===== config.mk =====
export PLATFORM = sky130hd
export DESIGN_NAME = ahb_lite_tg_master
export DESIGN_NICKNAME = d
export VERILOG_FILES = /design/src/rtl/ahb_tg_pkg.sv /design/src/rtl/ahb_tg_pattern_gen.sv /design/src/rtl/ahb_lite_tg_master.sv
export SDC_FILE = /design/constraint.sdc
export NUM_CORES = 1
export LEC_CHECK = 0
export BUFFER_PORTS_ARGS = -buffer_cell sky130_fd_sc_hd__buf_2
export CAP_MARGIN = 10
export CORE_ASPECT_RATIO = 0.9
export CORE_UTILIZATION = 60
export DETAILED_ROUTE_END_ITERATION = 12
export GPL_ROUTABILITY_DRIVEN = 0
export PLACE_DENSITY = 0.86
export SLEW_MARGIN = 20
export SYNTH_ARGS = -nofsm -noshare
export SYNTH_HDL_FRONTEND = slang
export SYNTH_SLANG_ARGS = --single-unit

===== constraint.sdc =====
create_clock -name hclk -period 6.1 [get_ports hclk]
set_input_delay 0 -clock hclk [delete_from_list [all_inputs] [get_ports hclk]]
set_output_delay 0 -clock hclk [all_outputs]
set_load 0.01 [all_outputs]

===== src/rtl/ahb_tg_pkg.sv =====
// rtl/ahb_tg_pkg.sv - shared types and constants for the AHB-Lite traffic generator
package ahb_tg_pkg;

    typedef enum logic [1:0] {
        IDLE   = 2'b00,
        NONSEQ = 2'b10
    } htrans_t;

    typedef enum logic [2:0] {
        ST_IDLE,
        ST_WADDR,
        ST_WDATA,
        ST_RADDR,
        ST_RDATA,
        ST_DONE
    } tg_state_t;

    localparam logic [2:0]  HSIZE_WORD    = 3'b010;
    localparam logic [2:0]  HBURST_SINGLE = 3'b000;
    localparam logic [3:0]  HPROT_DATA    = 4'b0011;
    localparam logic [31:0] LFSR_TAPS     = 32'h8020_0003;

    function automatic logic [15:0] sat_inc(input logic [15:0] v);
        return (v == 16'hFFFF) ? v : v + 16'd1;
    endfunction

endpackage


===== src/rtl/ahb_tg_pattern_gen.sv =====
// rtl/ahb_tg_pattern_gen.sv - write/expected data pattern source
// AHB_TG_LFSR_PATTERN_EN selects a Galois LFSR instead of the incrementing pattern.
module ahb_tg_pattern_gen
    import ahb_tg_pkg::*;
#(
    parameter logic [31:0] SEED = 32'hA5A5_0000
) (
    input  logic        hclk,
    input  logic        hresetn,
    input  logic        i_load,
    input  logic        i_advance,
    output logic [31:0] o_pattern
);

    logic [31:0] r_pattern;

`ifdef AHB_TG_LFSR_PATTERN_EN
    // An all-zero seed would lock the LFSR, so it is replaced by 1.
    localparam logic [31:0] LFSR_INIT = (SEED == 32'h0) ? 32'h1 : SEED;

    always_ff @(posedge hclk or negedge hresetn) begin
        if (!hresetn) begin
            r_pattern <= LFSR_INIT;
        end else if (i_load) begin
            r_pattern <= LFSR_INIT;
        end else if (i_advance) begin
            r_pattern <= {1'b0, r_pattern[31:1]} ^ (r_pattern[0] ? LFSR_TAPS : 32'h0);
        end
    end
`else
    always_ff @(posedge hclk or negedge hresetn) begin
        if (!hresetn) begin
            r_pattern <= SEED;
        end else if (i_load) begin
            r_pattern <= SEED;
        end else if (i_advance) begin
            r_pattern <= r_pattern + 32'd1;
        end
    end
`endif

    assign o_pattern = r_pattern;

endmodule


===== src/rtl/ahb_lite_tg_master.sv =====
// rtl/ahb_lite_tg_master.sv - AHB-Lite write/read-back traffic generator and checker
// Optional LFSR pattern via AHB_TG_LFSR_PATTERN_EN (see ahb_tg_pattern_gen).
module ahb_lite_tg_master
    import ahb_tg_pkg::*;
#(
    parameter logic [31:0] BASE_ADDR = 32'h0000_0000,
    parameter int          NUM_WORDS = 16,
    parameter logic [31:0] SEED      = 32'hA5A5_0000
) (
    input  logic        hclk,
    input  logic        hresetn,
    input  logic        start,
    output logic [31:0] haddr,
    output logic [2:0]  hburst,
    output logic        hmastlock,
    output logic [3:0]  hprot,
    output logic        hsel,
    output logic [2:0]  hsize,
    output logic [1:0]  htrans,
    output logic [3:0]  hwbe,
    output logic [31:0] hwdata,
    output logic        hwrite,
    input  logic        hready,
    input  logic [31:0] hrdata,
    input  logic        hresp,
    output logic        busy,
    output logic        done,
    output logic        pass,
    output logic [15:0] mismatch_cnt,
    output logic [15:0] resp_err_cnt,
    output logic [31:0] first_err_addr
);

    localparam logic [15:0] LAST_IDX = 16'(NUM_WORDS - 1);

    tg_state_t   r_state;
    htrans_t     r_htrans;
    logic [15:0] r_idx;
    logic [31:0] r_haddr;
    logic [31:0] r_hwdata;
    logic [3:0]  r_hwbe;
    logic        r_hwrite;
    logic        r_hsel;
    logic        r_busy;
    logic        r_done;
    logic        r_err_seen;
    logic [15:0] r_mismatch;
    logic [15:0] r_resp_err;
    logic [31:0] r_first_err;

    logic [31:0] w_pattern;
    logic        w_start_ok;
    logic        w_last;
    logic        w_load;
    logic        w_advance;
    logic        w_rd_err;

    assign w_start_ok = start && (r_state == ST_IDLE || r_state == ST_DONE);
    assign w_last     = (r_idx == LAST_IDX);
    // Reload on start and when the last write completes so reads replay from word 0.
    assign w_load     = w_start_ok || (r_state == ST_WDATA && hready && w_last);
    assign w_advance  = hready && (r_state == ST_WDATA || r_state == ST_RDATA);
    assign w_rd_err   = hresp || (hrdata != w_pattern);

    ahb_tg_pattern_gen #(.SEED(SEED)) u_pattern (
        .hclk      (hclk),
        .hresetn   (hresetn),
        .i_load    (w_load),
        .i_advance (w_advance),
        .o_pattern (w_pattern)
    );

    always_ff @(posedge hclk or negedge hresetn) begin
        if (!hresetn) begin
            r_state     <= ST_IDLE;
            r_htrans    <= IDLE;
            r_idx       <= 16'd0;
            r_haddr     <= 32'd0;
            r_hwdata    <= 32'd0;
            r_hwbe      <= 4'd0;
            r_hwrite    <= 1'b0;
            r_hsel      <= 1'b0;
            r_busy      <= 1'b0;
            r_done      <= 1'b0;
            r_err_seen  <= 1'b0;
            r_mismatch  <= 16'd0;
            r_resp_err  <= 16'd0;
            r_first_err <= 32'd0;
        end else begin
            case (r_state)
                ST_IDLE, ST_DONE: begin
                    if (start) begin
                        r_state     <= ST_WADDR;
                        r_htrans    <= NONSEQ;
                        r_idx       <= 16'd0;
                        r_haddr     <= BASE_ADDR;
                        r_hwrite    <= 1'b1;
                        r_hsel      <= 1'b1;
                        r_busy      <= 1'b1;
                        r_done      <= 1'b0;
                        r_err_seen  <= 1'b0;
                        r_mismatch  <= 16'd0;
                        r_resp_err  <= 16'd0;
                        r_first_err <= 32'd0;
                    end
                end
                ST_WADDR: begin
                    if (hready) begin
                        r_state  <= ST_WDATA;
                        r_htrans <= IDLE;
                        r_hwrite <= 1'b0;
                        r_hwbe   <= 4'hF;
                        r_hwdata <= w_pattern;
                    end
                end
                ST_WDATA: begin
                    if (hready) begin
                        r_hwbe   <= 4'h0;
                        r_htrans <= NONSEQ;
                        if (w_last) begin
                            r_state  <= ST_RADDR;
                            r_idx    <= 16'd0;
                            r_haddr  <= BASE_ADDR;
                            r_hwrite <= 1'b0;
                        end else begin
                            r_state  <= ST_WADDR;
                            r_idx    <= r_idx + 16'd1;
                            r_haddr  <= r_haddr + 32'd4;
                            r_hwrite <= 1'b1;
                        end
                    end
                end
                ST_RADDR: begin
                    if (hready) begin
                        r_state  <= ST_RDATA;
                        r_htrans <= IDLE;
                    end
                end
                ST_RDATA: begin
                    if (hready) begin
                        // An error response carries no valid data, so the compare is skipped.
                        if (hresp) begin
                            r_resp_err <= sat_inc(r_resp_err);
                        end else if (hrdata != w_pattern) begin
                            r_mismatch <= sat_inc(r_mismatch);
                        end
                        if (w_rd_err && !r_err_seen) begin
                            r_err_seen  <= 1'b1;
                            r_first_err <= r_haddr;
                        end
                        if (w_last) begin
                            r_state <= ST_DONE;
                            r_done  <= 1'b1;
                            r_busy  <= 1'b0;
                            r_hsel  <= 1'b0;
                            r_haddr <= 32'd0;
                        end else begin
                            r_state  <= ST_RADDR;
                            r_htrans <= NONSEQ;
                            r_idx    <= r_idx + 16'd1;
                            r_haddr  <= r_haddr + 32'd4;
                        end
                    end
                end
                default: r_state <= ST_IDLE;
            endcase
        end
    end

    assign haddr          = r_haddr;
    assign hburst         = HBURST_SINGLE;
    assign hmastlock      = 1'b0;
    assign hprot          = HPROT_DATA;
    assign hsel           = r_hsel;
    assign hsize          = HSIZE_WORD;
    assign htrans         = r_htrans;
    assign hwbe           = r_hwbe;
    assign hwdata         = r_hwdata;
    assign hwrite         = r_hwrite;
    assign busy           = r_busy;
    assign done           = r_done;
    assign pass           = r_done && (r_mismatch == 16'd0) && (r_resp_err == 16'd0);
    assign mismatch_cnt   = r_mismatch;
    assign resp_err_cnt   = r_resp_err;
    assign first_err_addr = r_first_err;

endmodule


==> metrics.md <==
| Metric | Value |
|---|---|
| Post-route cell area | `10800 µm²` |
| Final setup violation count | `0` |
| DP Cell Count | `1255` |
| Die width | `134 µm` |
| Non-Filler Instances | `1288` |
| Fin. Hold Viols | `0` |
| #FFs+latches synth | `181` |
| Syn. warnings | `0` |
| Worst-Skew Late Latency | `0.43 ns` |
| RSZ-0062 raised after global routing | `false` |
| Initial antenna violation count | `0` |
| # diodes | `0` |
| Worst Tran Pin Value | `0.913 ns` |
| Sequential share of the synthesized area | `48.5%` |
| ANT nets after route | `0` |
| Placed cell areas | `10200 µm²` |
| Commonest non-fill, non-tap cell in the layout | `dfrtp_1` |
| # Max-Cap Violations | `0` |
| Worst setup path end | `first_err_addr[11]$_DFFE_PN0P_` |
| Static leakage | `5.09 nW` |
| DRT Pass-1 Iters | `5` |
| H-tree levels | `4` |
| Worst VDD drop | `0.291 mV` |
| Most frequent cells in the layout | `173 x dfrtp_1, 169 x buf_2, 98 x nor2_1` |
| Dpl hpwl | `15700 µm` |
| Syn-to-layout area delta | `15.5%` |
| Row cnt | `42` |
| CP required | `6.41 ns` |
| Status | `finished clean` |
| Pwr dens | `287 nW/µm²` |
| Reg-to-Reg End | `first_err_addr[11]$_DFFE_PN0P_` |
| CORE AREA | `15000 µm²` |
| Crit Reg-Reg Startpoint | `u_pattern.o_pattern[18]$_DFFE_PN1P_` |
| Mapped Avg Cell Area | `10.0 µm²` |
| Worst-path fanout max | `30` |
| Predominant post-synthesis flop cell | `dfrtp_1` |
| DRT iter0 DRCs | `735` |
| Pin count of the biggest net entering global routing | `102` |
| Final Max Tran Viols | `0` |
| Crit path launch type | `flop` |
| Post-CTS setup buffer count | `0` |
| Global route total overflow | `0` |
| CP Launch Point | `u_pattern.o_pattern[18]$_DFFE_PN1P_` |
| Fmax | `309 MHz` |
| Min-Delay Path Class | `primary input to flop` |
| WL final | `23100 µm` |
| Ports | `187` |
| Crit Path Category | `flop to flop` |
| Worst-case clock buffer depth | `2` |
| Clk pin slew, worst setup/hold paths | `0.07 ns` |
| Fin crit period | `3.23 ns` |
| Post-synth EDFFs | `0` |
| Setup TNS | `0 ns` |
| Die area | `16100 µm²` |
| Root Driver | `clkbuf_16` |
| Layout cells sized above 1 | `24.8%` |
| R2R setup slack | `2.87 ns` |
| TritonCTS clock tree | `yes` |
| Final Cycle Share | `53.0%` |
| Max-slew headroom | `39.2%` |
| Post-Syn Instances | `934` |
| Vias/cell | `6.17` |
| Clk_skew | `0.00865 ns` |
| Vias in the first global route | `7513` |
| Global-route usage over all layers | `29.8%` |
| Fin nets | `1121` |
| Mapped Area | `9360 µm²` |
| First-pass GRT wire length | `37800 µm` |
| Crit path capture type | `flop` |
| Post-route DRC | `0` |
| Vias | `7947` |
| Reg2Reg Depth | `7` |
| Wire per inst | `17.9 µm` |
| Starting Density | `62.5%` |
| Port Buffers | `170` |
| Asr flop ratio synth | `100%` |
| Die Ht | `120 µm` |
| Unique masters post-synth | `67` |
| Clock sink count | `181` |
| Arrival @ worst endpoint | `3.54 ns` |
| TritonCTS Buffers | `17` |
-- critical path: stages, from the launching register on --
cell       delay, ns
dfstp_2         0.60
xnor2_1         0.14
nand4_1         0.12
nor4_1          0.76
and2_1          0.75
a2111oi_2       0.16
buf_4           0.28
a22o_1          0.30
-- report_power, final --
part           total [mW]  internal, mW  switching [mW]
Combinational       0.702         0.230           0.472
Clock                1.06         0.557           0.499
Sequential           1.34          1.24           0.101
Total                3.10          2.03            1.07
-- kinds of logic after synthesis --
group | synth area share [%]
AND/OR/NAND/NOR | 21.3
flip-flops | 48.5
AO/OA/AOI/OAI | 10.1
XOR/XNOR | 10.1
buffers and inverters | 4.44
multiplexers | 4.51
adder cells (fa/ha/maj) | 0.936
other | 0.0802
-- cell usage after synthesis, drive strengths merged (33+ instances only) --
library cell,n,area (µm²)
a22o,34,298
buf,41,265
dfrtp,173,4330
mux2,33,372
nand2,65,249
nand3,59,295
nand4,42,275
nor2,99,372
o21ai,34,170
xnor2,61,534
xor2,46,410
-- through the flow --
| step | setup slack [ns] | total power [mW] | hold slack, ns | util [%] |
|---|---|---|---|---|
| final | 2.87 | 3.10 | 0.0526 | 72.2 |
| after global routing | 2.69 | 3.23 | 0.0636 | 72.2 |
| after CTS | 2.91 | 3.10 | 0.0423 | 72.1 |
| after detailed placement | 2.94 | 2.06 | 0.159 | 68.3 |
| after global placement | 3.02 | 2.04 | 0.150 | 68.3 |
| after floorplan | 3.93 | 1.86 | -0.296 | - |
-- metal layers --
layer	track usage [%]	part of all wire [%]	vias to the layer above
li1	-	-	3587
met5	0	0	-
met1	41.9	43	3965
met2	46.6	48	348
met4	10.6	2.1	0
met3	5.49	6.9	47
-- timing repair --
item / CTS / global route
gates resized for setup: 0 / 0
endpoints found under the hold margin: 100 / 0
hold buffers: 1 / 0
-- cell type report --
type | count | area (µm²)
Multi-Input combinational cell | 686 | 4480
Timing Repair Buffer | 178 | 923
Fill cell | 1090 | 4170
Clock inverter | 13 | 119
Tap cell | 198 | 248
Sequential cell | 181 | 4540
Inverter | 13 | 48.8
Clock buffer | 19 | 453
-- state kept, by name, indices dropped and copies added (netlist names) --
name                 cells
hwdata                  32
u_pattern.o_pattern     32
first_err_addr          30
haddr                   30
mismatch_cnt            16
r_idx                   16
resp_err_cnt            16
r_state                  3
busy                     1
done                     1
htrans                   1
hwbe                     1
hwrite                   1
r_err_seen               1
-- worst min-delay path by stage --
stage | end | slack [ns] | cells past startpoint | startpoint
after floorplan | busy$_DFFE_PN0P_ | -0.30 | 0 | hresetn
after global placement | resp_err_cnt[9]$_DFFE_PN0P_ | 0.15 | 1 | hresetn
after detailed placement | resp_err_cnt[4]$_DFFE_PN0P_ | 0.16 | 1 | hresetn
after CTS | r_state[1]$_DFFE_PN0P_ | 0.04 | 3 | hready
after global routing | r_state[1]$_DFFE_PN0P_ | 0.06 | 3 | hready
final | r_state[1]$_DFFE_PN0P_ | 0.05 | 3 | hready
(Power assumes the default switching activity.)
